==> config.mk <==
export PLATFORM = sky130hd
export DESIGN_NAME = rv16_fetch_unit
export DESIGN_NICKNAME = d
export VERILOG_FILES = /design/src/rtl/rv16_pkg.sv /design/src/rtl/rv16_fetch_fifo.sv /design/src/rtl/rv16_fetch_unit.sv
export SDC_FILE = /design/constraint.sdc
export NUM_CORES = 1
export LEC_CHECK = 0
export ABC_AREA = 1
export CORE_ASPECT_RATIO = 1.1
export CORE_UTILIZATION = 35
export CTS_CLUSTER_DIAMETER = 60
export DETAILED_ROUTE_END_ITERATION = 8
export GPL_ROUTABILITY_DRIVEN = 1
export PLACE_DENSITY = 0.53
export SLEW_MARGIN = 10
export SYNTH_ARGS = -nofsm -noshare
export SYNTH_HDL_FRONTEND = slang
export SYNTH_SLANG_ARGS = --single-unit
==> constraint.sdc <==
create_clock -name clk -period 3.6 [get_ports clk]
set_clock_uncertainty 0.15 [all_clocks]
set_input_delay 0.9 -clock clk [delete_from_list [all_inputs] [get_ports clk]]
set_output_delay 0.9 -clock clk [all_outputs]
set_load 0.02 [all_outputs]
==> src/rtl/rv16_pkg.sv <==
// Shared RV16 definitions: core widths, the fetch queue entry and the fetch FSM states.
package rv16_pkg;

  localparam int          RV16_XLEN     = 16;
  localparam logic [15:0] RV16_NOP      = 16'h0000;
  localparam logic [15:0] RV16_PC_LIMIT = 16'h0fff;

  typedef struct packed {
    logic [RV16_XLEN-1:0] inst;
    logic [RV16_XLEN-1:0] pc;
  } fetch_entry_t;

  typedef enum logic [1:0] {
    ST_RESET = 2'd0,
    ST_RUN   = 2'd1
`ifdef RV16_FETCH_PC_CLAMP_EN
    , ST_HOLD = 2'd2
`endif
  } fetch_state_t;

endpackage

==> src/rtl/rv16_fetch_fifo.sv <==
// Synchronous FIFO with flush and a registered head; an empty FIFO presents all zeros.
// Used both as the instruction queue and as the tag queue of issued addresses.
import rv16_pkg::*;

module rv16_fetch_fifo #(
  parameter int  DEPTH = 4,
  parameter type T     = fetch_entry_t
) (
  input  logic                   clk,
  input  logic                   rst,
  input  logic                   flush,
  input  logic                   push,
  input  T                       push_data,
  input  logic                   pop,
  output T                       head,
  output logic [$clog2(DEPTH):0] count
);
  localparam int            AW      = $clog2(DEPTH);
  localparam int            CW      = AW + 1;
  localparam logic [CW-1:0] DEPTH_W = CW'(DEPTH);

  T              mem [DEPTH];
  logic [AW-1:0] rd_ptr;
  logic [AW-1:0] wr_ptr;
  logic          do_pop;

  assign do_pop = pop && (count != '0);
  assign head   = (count != '0) ? mem[rd_ptr] : '0;

  // Storage array: written on push, no reset needed since the head is gated by count.
  always_ff @(posedge clk) begin
    if (push) mem[wr_ptr] <= push_data;
  end

  // Pointers and occupancy; flush empties the queue in one cycle.
  always_ff @(posedge clk) begin
    if (rst || flush) begin
      rd_ptr <= '0;
      wr_ptr <= '0;
      count  <= '0;
    end else begin
      if (push)   wr_ptr <= wr_ptr + AW'(1);
      if (do_pop) rd_ptr <= rd_ptr + AW'(1);
      count <= count + CW'(push) - CW'(do_pop);
    end
  end

  // The credit scheme upstream must never push into a full queue without a pop.
  always_ff @(posedge clk) begin
    if (!rst && !flush) assert (!(push && !do_pop && count == DEPTH_W));
  end

endmodule

==> src/rtl/rv16_fetch_unit.sv <==
// RV16 instruction fetch front end: credit-limited request issue, in-order response
// buffering with PC tags, and wrong-path discard on redirect.
// Optional feature macro RV16_FETCH_PC_CLAMP_EN: stop fetching after PC_LIMIT is requested.
import rv16_pkg::*;

module rv16_fetch_unit #(
  parameter int          DEPTH    = 4,
  parameter logic [15:0] PC_LIMIT = RV16_PC_LIMIT
) (
  input  logic        clk,
  input  logic        rst,
  input  logic        redirect_valid,
  input  logic [15:0] redirect_pc,
  output logic        imem_req_valid,
  input  logic        imem_req_ready,
  output logic [15:0] imem_req_addr,
  input  logic        imem_rsp_valid,
  input  logic [15:0] imem_rsp_data,
  output logic        inst_valid,
  input  logic        inst_ready,
  output logic [15:0] inst_data,
  output logic [15:0] inst_pc
);
  localparam int            CW      = $clog2(DEPTH) + 1;
  localparam logic [CW:0]   DEPTH_C = (CW+1)'(DEPTH);

  fetch_state_t         state, state_next;
  logic [15:0]          fetch_pc;
  logic [CW-1:0]        outstanding, discard, q_count, tag_count;
  logic [CW:0]          credit_used;
  logic                 pc_ok, req_fire, rsp_keep;
  fetch_entry_t         q_head, q_in;
  logic [RV16_XLEN-1:0] tag_head;

`ifdef RV16_FETCH_PC_CLAMP_EN
  assign pc_ok = (fetch_pc <= PC_LIMIT);
`else
  assign pc_ok = 1'b1;
`endif

  // Queued entries plus in-flight requests (including ones to be discarded) bound issue.
  assign credit_used    = {1'b0, q_count} + {1'b0, outstanding};
  assign imem_req_valid = (state == ST_RUN) && pc_ok && (credit_used < DEPTH_C) && !redirect_valid;
  assign imem_req_addr  = fetch_pc;
  assign req_fire       = imem_req_valid && imem_req_ready;
  assign rsp_keep       = imem_rsp_valid && (discard == '0) && !redirect_valid;

  assign q_in.inst  = imem_rsp_data;
  assign q_in.pc    = tag_head;
  assign inst_valid = (q_count != '0);
  assign inst_data  = inst_valid ? q_head.inst : RV16_NOP;
  assign inst_pc    = q_head.pc;

  rv16_fetch_fifo #(.DEPTH(DEPTH), .T(fetch_entry_t)) u_data_q (
    .clk(clk), .rst(rst), .flush(redirect_valid),
    .push(rsp_keep), .push_data(q_in), .pop(inst_valid && inst_ready),
    .head(q_head), .count(q_count)
  );

  rv16_fetch_fifo #(.DEPTH(DEPTH), .T(logic [RV16_XLEN-1:0])) u_tag_q (
    .clk(clk), .rst(rst), .flush(redirect_valid),
    .push(req_fire), .push_data(fetch_pc), .pop(rsp_keep),
    .head(tag_head), .count(tag_count)
  );

  // FSM state register.
  always_ff @(posedge clk) begin
    if (rst) state <= ST_RESET;
    else     state <= state_next;
  end

  // FSM next state: leave reset immediately, park in HOLD at the clamp limit.
  always_comb begin
    state_next = state;
    case (state)
      ST_RESET: state_next = ST_RUN;
`ifdef RV16_FETCH_PC_CLAMP_EN
      ST_RUN:   if (!redirect_valid && (!pc_ok || (req_fire && fetch_pc == PC_LIMIT)))
                  state_next = ST_HOLD;
      ST_HOLD:  if (redirect_valid) state_next = ST_RUN;
`else
      ST_RUN:   state_next = ST_RUN;
`endif
      default:  state_next = ST_RESET;
    endcase
  end

  // Fetch PC, in-flight count and wrong-path discard count; redirect overrides all.
  always_ff @(posedge clk) begin
    if (rst) begin
      fetch_pc    <= '0;
      outstanding <= '0;
      discard     <= '0;
    end else begin
      outstanding <= outstanding + CW'(req_fire) - CW'(imem_rsp_valid);
      if (redirect_valid) begin
        fetch_pc <= redirect_pc;
        discard  <= outstanding - CW'(imem_rsp_valid) + CW'(req_fire);
      end else begin
        if (req_fire) fetch_pc <= fetch_pc + 16'd1;
        if (imem_rsp_valid && discard != '0) discard <= discard - CW'(1);
      end
    end
  end

  // A kept response must always have a matching issued address in the tag queue.
  always_ff @(posedge clk) begin
    if (!rst) assert (!(rsp_keep && tag_count == '0));
  end

endmodule

==> results.py, run 1 <==
metrics = {
    "run_status": {
        "outcome": "complete, no violations",
    },
    "cts": {
        "clockRootBuffer": "clkbuf_16",
        "cts_sinks": 233,
        "clk_latency_ns": 0.51,
        "hold_buffers": 0,
        "path_clk_slew_ns": 0.06,
        "cts_tree": "yes",
        "cts_htree_levels": 1,
        "clockBufferDepth": 3,
        "cts_made_buffers": 26,
    },
    "floorplan": {
        "rows": 63,
        "start_util_pct": 36.01,
        "core-area_sq_um": 27270,
        "die_w_um": 161.7,
        "die_h_um": 177.7,
        "die_area_sq_um": 28740,
        "io_pins": 88,
    },
    "yosys": {
        "synth_cells": 910,
        "avgSynthCellArea_sq_um": 10.79,
        "ys_seq_area_share_pct": 67.06,
        "yosysWarnings": 0,
        "ys_top_cells_by_area": "edfxtp_1 (59%), nor2_1 (9.2%), dfxtp_1 (8.4%)",
        "synthDistinctLibCells": 37,
        "ys_ff_latch": 233,
        "netlist_area_sq_um": 9822,
        "synth_nets": 970,
        "synth_top_area_share_pct": 58.70,
        "yosysTopAreaCell": "edfxtp_1",
    },
    "setup_path": {
        "reg2reg_from": "u_data_q.count[1]",
        "rr_endpoint": "u_data_q.count[2]",
        "critPathLaunch": "redirect_valid",
        "ff2ff_setup_slack_ns": 0.77,
        "r2r_cells": 11,
        "cp.arrival_ns": 2.31,
        "worstSetupStartpointType": "primary input",
        "critPathMaxFanout": 3,
        "path_class": "in2out",
        "crit_path_end_kind": "primary output",
        "crit_required_ns": 2.55,
    },
    "route": {
        "ant_nets": 0,
        "finalWirelength_mm": 20.96,
        "wl_per_cell_um": 15.12,
        "dr_total_vias": 6544,
        "drtPass1Iterations": 4,
        "drt_iter0_markers": 333,
        "drcViolationCount": 0,
        "via_per_inst": 4.722,
    },
    "global_routing": {
        "grt_usage_pct": 14.89,
        "grt_max_degree": 59,
        "grt_pass1_wl_mm": 33.60,
        "antenna_found_initial": 0,
        "gr-total-overflow": 0,
        "grt_pass1_vias": 6479,
    },
    "worst_hold_path": {
        "hold_start": "u_tag_q.rd_ptr[1]",
        "min_path_type": "reg2reg",
        "holdPathStages": 2,
    },
    "cells_and_area": {
        "nNetsFinal": 1070,
        "syn_to_final_growth_pct": 22.43,
        "diodes": 0,
        "post_route_cells_drive_above_1_share_pct": 7.969,
    },
    "timing": {
        "timing.final.crit_share_pct": 93.38,
        "hold_viol_final": 0,
        "worstMarginPinSlew_ns": 0.8506,
        "slew_headroom_pct": 43.23,
        "setup_tns_ns": 0,
        "rsz0062_at_grt": "no",
        "slew_viol_final": 0,
        "fmax_mhz": 297.5,
        "period_needed_ns": 3.362,
        "setup_viol": 0,
    },
    "placement": {
        "port_buffers": 87,
        "place_congestion": 0.7931,
        "dp_hpwl_mm": 12.36,
    },
    "power_and_ir_drop": {
        "peakVddDrop_v": 0.0003178,
        "power_uw": 6075,
        "leakage_uw": 0.004279,
        "p_per_area_nw_per_um2": 505.2,
    },
    "run": {
        "max_cap_violations": 0,
    },
}
-- critical path, stage by stage --
cell             delay (ns)
clkdlybuf4s50_1        0.45
nor2_1                 0.14
nand2_2                0.11
nor2_4                 0.11
clkdlybuf4s50_1        0.61
-- flip-flops by register name (all words and copies together), names as in the netlist, named ones only --
register / count
u_data_q.rd_ptr: 2
discard: 3
u_tag_q.mem: 64
u_data_q.wr_ptr: 2
u_tag_q.rd_ptr: 2
u_data_q.mem: 128
outstanding: 3
state: 1
u_tag_q.count: 3
imem_req_addr: 16
u_tag_q.wr_ptr: 2
u_data_q.count: 3
-- metal layers --
layer,GRT usage (%),vias to the layer above,part of all wire (%)
li1,-,3300,-
met3,2.547,32,4.6
met4,3.498,0,1.7
met1,18.99,3059,46
met5,0,-,0
met2,26.26,153,47
-- where the power goes --
group,switching [uW],internal (uW),total (uW)
Clock,1000,1400,2400
Sequential,60.5,3000,3060
Combinational,361,253,614
-- area by class of cell --
type	count	area [sq um]
timing repair buffer	114	1136
inverter	61	232.7
tap	357	446.7
multi-input combinational	574	2844
clock buffer	33	676.9
sequential	233	6588
fill	2601	15250
clock inverter	14	101.3
-- cells in the final DEF, fill, tap and decap left out, types with 5 or more instances in the layout --
master,synthesis,routed
dfxtp_1,41,40
nand2_1,77,77
xor2_1,5,5
clkbuf_16,0,26
nand3_1,27,27
nor2_1,241,237
clkbuf_1,22,7
nor2_4,1,5
o21ai_0,103,103
ha_1,19,19
inv_1,57,56
clkdlybuf4s50_1,0,87
clkinv_2,0,5
buf_12,0,5
edfxtp_1,192,192
clkinv_1,3,9
a21oi_1,66,66
buf_4,0,22
-- worst max-delay path by stage --
stage | end | slack, ns | cells after the start
2_1_floorplan | u_data_q.mem[0][0] | 0.48 | 3
3_3_place_gp | discard[2] | 0.23 | 15
3_5_place_dp | discard[2] | 0.21 | 15
4_1_cts | inst_pc[0] | 0.06 | 6
5_1_grt | inst_pc[13] | 0.1 | 6
6_report | imem_req_valid | 0.24 | 5
-- kinds of logic after synthesis --
kind of cell | Yosys count | synth area share, %
buffers and inverters | 103 | 4.357
DFF | 233 | 67.06
xor gates and xnor gates | 8 | 0.7134
and+or+nand+nor | 361 | 15.13
adders and majority gates | 22 | 3.032
AOI/OAI and AO/OA | 182 | 9.605
muxes | 1 | 0.1019
-- cell usage after synthesis --
cell type,number
a21boi_1,4
a21oi_1,66
a21oi_2,2
a221oi_1,1
buf_1,2
buf_2,15
buf_6,3
clkbuf_1,22
clkinv_1,3
dfxtp_1,41
edfxtp_1,192
fa_1,3
ha_1,19
inv_1,57
inv_2,1
mux2i_1,1
nand2_1,77
nand2_2,2
nand3_1,27
nand3_2,2
nand3b_4,1
nand4_1,3
nand4_4,1
nor2_1,241
nor2_2,1
nor2_4,1
nor3_1,1
nor3_2,2
nor3_4,1
o21a_1,2
o21ai_0,103
o21ai_1,1
o21bai_1,2
o22ai_1,1
or2_2,1
xnor2_1,3
xor2_1,5
-- what timing repair did --
| item | CTS | global route |
|---|---|---|
| resized for setup | 0 | 1 |
| setup buffers | 0 | 1 |
| endpoints found under the hold margin | 0 | 0 |
| endpoints found under the setup margin | 0 | 12 |
-- through the flow --
step | instances | hold WS, ns | setup slack [ns] | instance area (sq um) | util, %
CTS | 1385 | 0.3188 | 0.06456 | 12010 | 44.05
floorplan | 910 | 0.2859 | 0.4848 | 9822 | -
global route | 1386 | 0.3509 | 0.09733 | 12030 | 44.09
finish | 1386 | 0.3252 | 0.2383 | 12030 | 44.09
global placement | 1338 | 0.2979 | 0.2343 | 11240 | 41.20
detailed placement | 1338 | 0.3032 | 0.2136 | 11240 | 41.20
(Power assumes the default switching activity.)
==> run 2, diff against run 1 <==
--- a/config.mk
+++ b/config.mk
@@ -5,13 +5,13 @@
 export SDC_FILE = /design/constraint.sdc
 export NUM_CORES = 1
 export LEC_CHECK = 0
-export ABC_AREA = 1
 export CORE_ASPECT_RATIO = 1.1
 export CORE_UTILIZATION = 35
 export CTS_CLUSTER_DIAMETER = 60
 export DETAILED_ROUTE_END_ITERATION = 8
 export GPL_ROUTABILITY_DRIVEN = 1
 export PLACE_DENSITY = 0.53
+export SETUP_SLACK_MARGIN = 0.1
 export SLEW_MARGIN = 10
 export SYNTH_ARGS = -nofsm -noshare
 export SYNTH_HDL_FRONTEND = slang
==> run 2 against run 1 <==
  * Area after synthesis is 4.3% lower
  * Final cell count is 25% lower
  * Synthesized cell count is 39% lower
  * Global-route usage is 1.6 points lower
  * Flip-flop and latch count stayed put
  * Largest cell class unchanged
  * Highest routed layer unchanged
==> results.py, run 2 <==
metrics = {
    "run_status": {
        "outcome": "complete, no violations",
    },
    "yosys": {
        "yosysTopAreaCell": "edfxtp_1",
        "yosysWarnings": 0,
        "synth_ff_type": "edfxtp_1",
        "synth_nets": 615,
        "netlist_area_sq_um": 9399,
        "synthDistinctLibCells": 42,
        "yosys-top-cells-count": "edfxtp_1 (192), and2_1 (48), mux4_2 (48)",
        "synth_edf_count": 192,
        "synth_most_common_cell": "edfxtp_1",
        "synth_cells": 555,
        "avgSynthCellArea_sq_um": 16.94,
        "synth_top_area_share_pct": 61.34,
        "ys_ff_latch": 233,
        "synth-async-reset-ratio_pct": 0,
        "ys_seq_area_share_pct": 70.07,
        "ys_top_cells_by_area": "edfxtp_1 (61%), mux4_2 (12%), dfxtp_1 (8.7%)",
    },
    "global_routing": {
        "use_met1_pct": 18.06,
        "grt_usage_pct": 13.34,
        "grt_max_degree": 35,
        "use_met2_pct": 22.08,
        "antenna_found_initial": 0,
        "use_met3_pct": 2.425,
        "gr-total-overflow": 0,
        "grt_pass1_wl_mm": 28.60,
        "grt_pass1_vias": 5337,
        "busiest_layer": "met2",
    },
    "cells_and_area": {
        "syn_to_final_growth_pct": 24.61,
        "layout_common_cells": "edfxtp_1 (192), clkdlybuf4s50_1 (83), and2_1 (48), mux4_2 (48), dfxtp_1 (40)",
        "fin_area_sq_um": 11710,
        "nNetsFinal": 726,
        "fin_cells": 1038,
        "diodes": 0,
        "largest_reg_flops": 128,
        "largest-register": "u_data_q.mem",
        "post_route_cells_drive_above_1_share_pct": 17.06,
        "final_common_cell": "edfxtp_1",
        "fin_util_pct": 44.67,
    },
    "floorplan": {
        "io_pins": 88,
        "start_util_pct": 35.85,
        "die_h_um": 173.9,
        "core-area_sq_um": 26220,
        "die_area_sq_um": 27510,
        "rows": 62,
        "die_w_um": 158.2,
    },
    "setup_path": {
        "slowest_delay_ns": 0.54,
        "critPathMaxFanout": 13,
        "crit_slowest_cell": "clkdlybuf4s50_1",
        "worstSetupStartpointType": "register",
        "cp_top_family": "buffers and inverters",
        "crit_required_ns": 2.55,
        "critPathBufInv": 2,
        "crit_path_end_kind": "primary output",
        "crit_chain": "buf_12 > mux4_2 > and2_1 > clkdlybuf4s50_1",
        "path_class": "reg2out",
        "cp.arrival_ns": 2.32,
    },
    "timing": {
        "period_needed_ns": 3.373,
        "rsz0062_at_grt": "no",
        "worstMarginPinSlew_ns": 0.8283,
        "fmax_mhz": 296.5,
        "timing.final.crit_share_pct": 93.68,
        "whs_ns": 0.3547,
        "slew_headroom_pct": 44.71,
        "hold_viol_final": 0,
        "setup_viol": 0,
        "setup_tns_ns": 0,
        "slew_viol_final": 0,
    },
    "cts": {
        "hold_buffers": 0,
        "cts_made_buffers": 26,
        "path_clk_slew_ns": 0.06,
        "cts_tree": "yes",
        "cts_htree_levels": 1,
        "clk_latency_ns": 0.51,
        "clockRootBuffer": "clkbuf_16",
        "clockBufferDepth": 3,
        "cts_sinks": 233,
    },
    "route": {
        "dr_total_vias": 5020,
        "finalWirelength_mm": 17.78,
        "drcViolationCount": 0,
        "drtPass1Iterations": 4,
        "ant_nets": 0,
        "wl_per_cell_um": 17.13,
        "via_per_inst": 4.836,
        "drt_iter0_markers": 208,
    },
    "placement": {
        "postPlaceCellArea_sq_um": 10830,
        "placed_cells": 989,
        "place_congestion": 0.7797,
        "dp_hpwl_mm": 10.88,
        "port_buffers": 87,
    },
    "worst_hold_path": {
        "min_path_type": "reg2reg",
    },
    "power_and_ir_drop": {
        "p_per_area_nw_per_um2": 547.4,
        "leakage_uw": 0.003878,
        "peakVddDrop_v": 0.0002154,
    },
    "run": {
        "max_cap_violations": 0,
    },
}
## run 2: cell count changes after synthesis, sizes merged, moves of 9 or more
cell   previous run  this run
nor2            243        26
o21ai           104        14
nand2            79        20
a21oi            68        13
and2              0        48
mux4              0        48
inv              58        20
nand3            29         6
nor2b             0        20
buf              20         8
a31oi             0         9
## run 2: metal layers
layer,vias to the layer above,share of wire (%)
met5,-,0
met4,0,1.6
met3,28,4.9
met2,142,47
met1,2518,47
li1,2332,-
## run 2: report_power, final
group / leakage (uW) / total, uW / internal [uW] / switching, uW
Combinational: 0.00135 / 688 / 337 / 351
Clock: 0.000427 / 2630 / 1610 / 1020
Sequential: 0.00210 / 3090 / 3030 / 62.1
## run 2: cell type report
type,count,area [sq um]
clock buffer,36,760.7
clock inverter,12,111.4
fill,2350,14510
inverter,21,80.08
multi-input combinational,277,2635
sequential,233,6590
tap,352,440.4
timing repair buffer,107,1095
## run 2: path summary, 6_finish.rpt
check | depth (start not counted) | from | endpoint | slack (ns)
worst max-delay path | 4 | register | inst_pc[12] | 0.23
worst min-delay path | 2 | u_tag_q.wr_ptr[1] | u_tag_q.wr_ptr[1] | 0.35
worst max register to register | 11 | u_data_q.count[1] | u_data_q.count[2] | 0.86
worst min register to register | 2 | u_tag_q.wr_ptr[1] | u_tag_q.wr_ptr[1] | 0.35
## run 2: cell families (layout without fill, tap and decap cells)
| family | after synthesis | after routing | synth area share, % |
|---|---|---|---|
| AOI/OAI and AO/OA | 45 | 45 | 2.862 |
| muxes | 51 | 51 | 11.83 |
| adders and majority gates | 22 | 22 | 3.168 |
| DFF | 233 | 233 | 70.07 |
| xor gates and xnor gates | 14 | 14 | 1.304 |
| and+or+nand+nor | 145 | 145 | 8.866 |
| buffers and inverters | 45 | 176 | 1.890 |
## run 2: worst register-to-register path, stage by stage (launching register included)
cell and delay, ns:
dfxtp_1 0.36, or3_1 0.37, buf_4 0.25, and2_1 0.25, ha_1 0.28, inv_1 0.06
ha_1 0.13, inv_1 0.05, fa_1 0.38, xor2_1 0.17, xnor2_1 0.13, nor2_1 0.05
## run 2: through the flow
step | total power [uW] | setup slack [ns]
global placement | 3835 | 0.09410
finish | 6411 | 0.2275
detailed placement | 3853 | 0.06780
global route | 6676 | 0.1016
floorplan | 3544 | 0.4557
CTS | 6504 | 0.1102
## run 2: what timing repair did
item                       4_1_cts  5_1_grt
buffers inserted                 1        0
setup endpoints to repair       27       26
gates resized for setup          5        1
gates cloned                     0        0
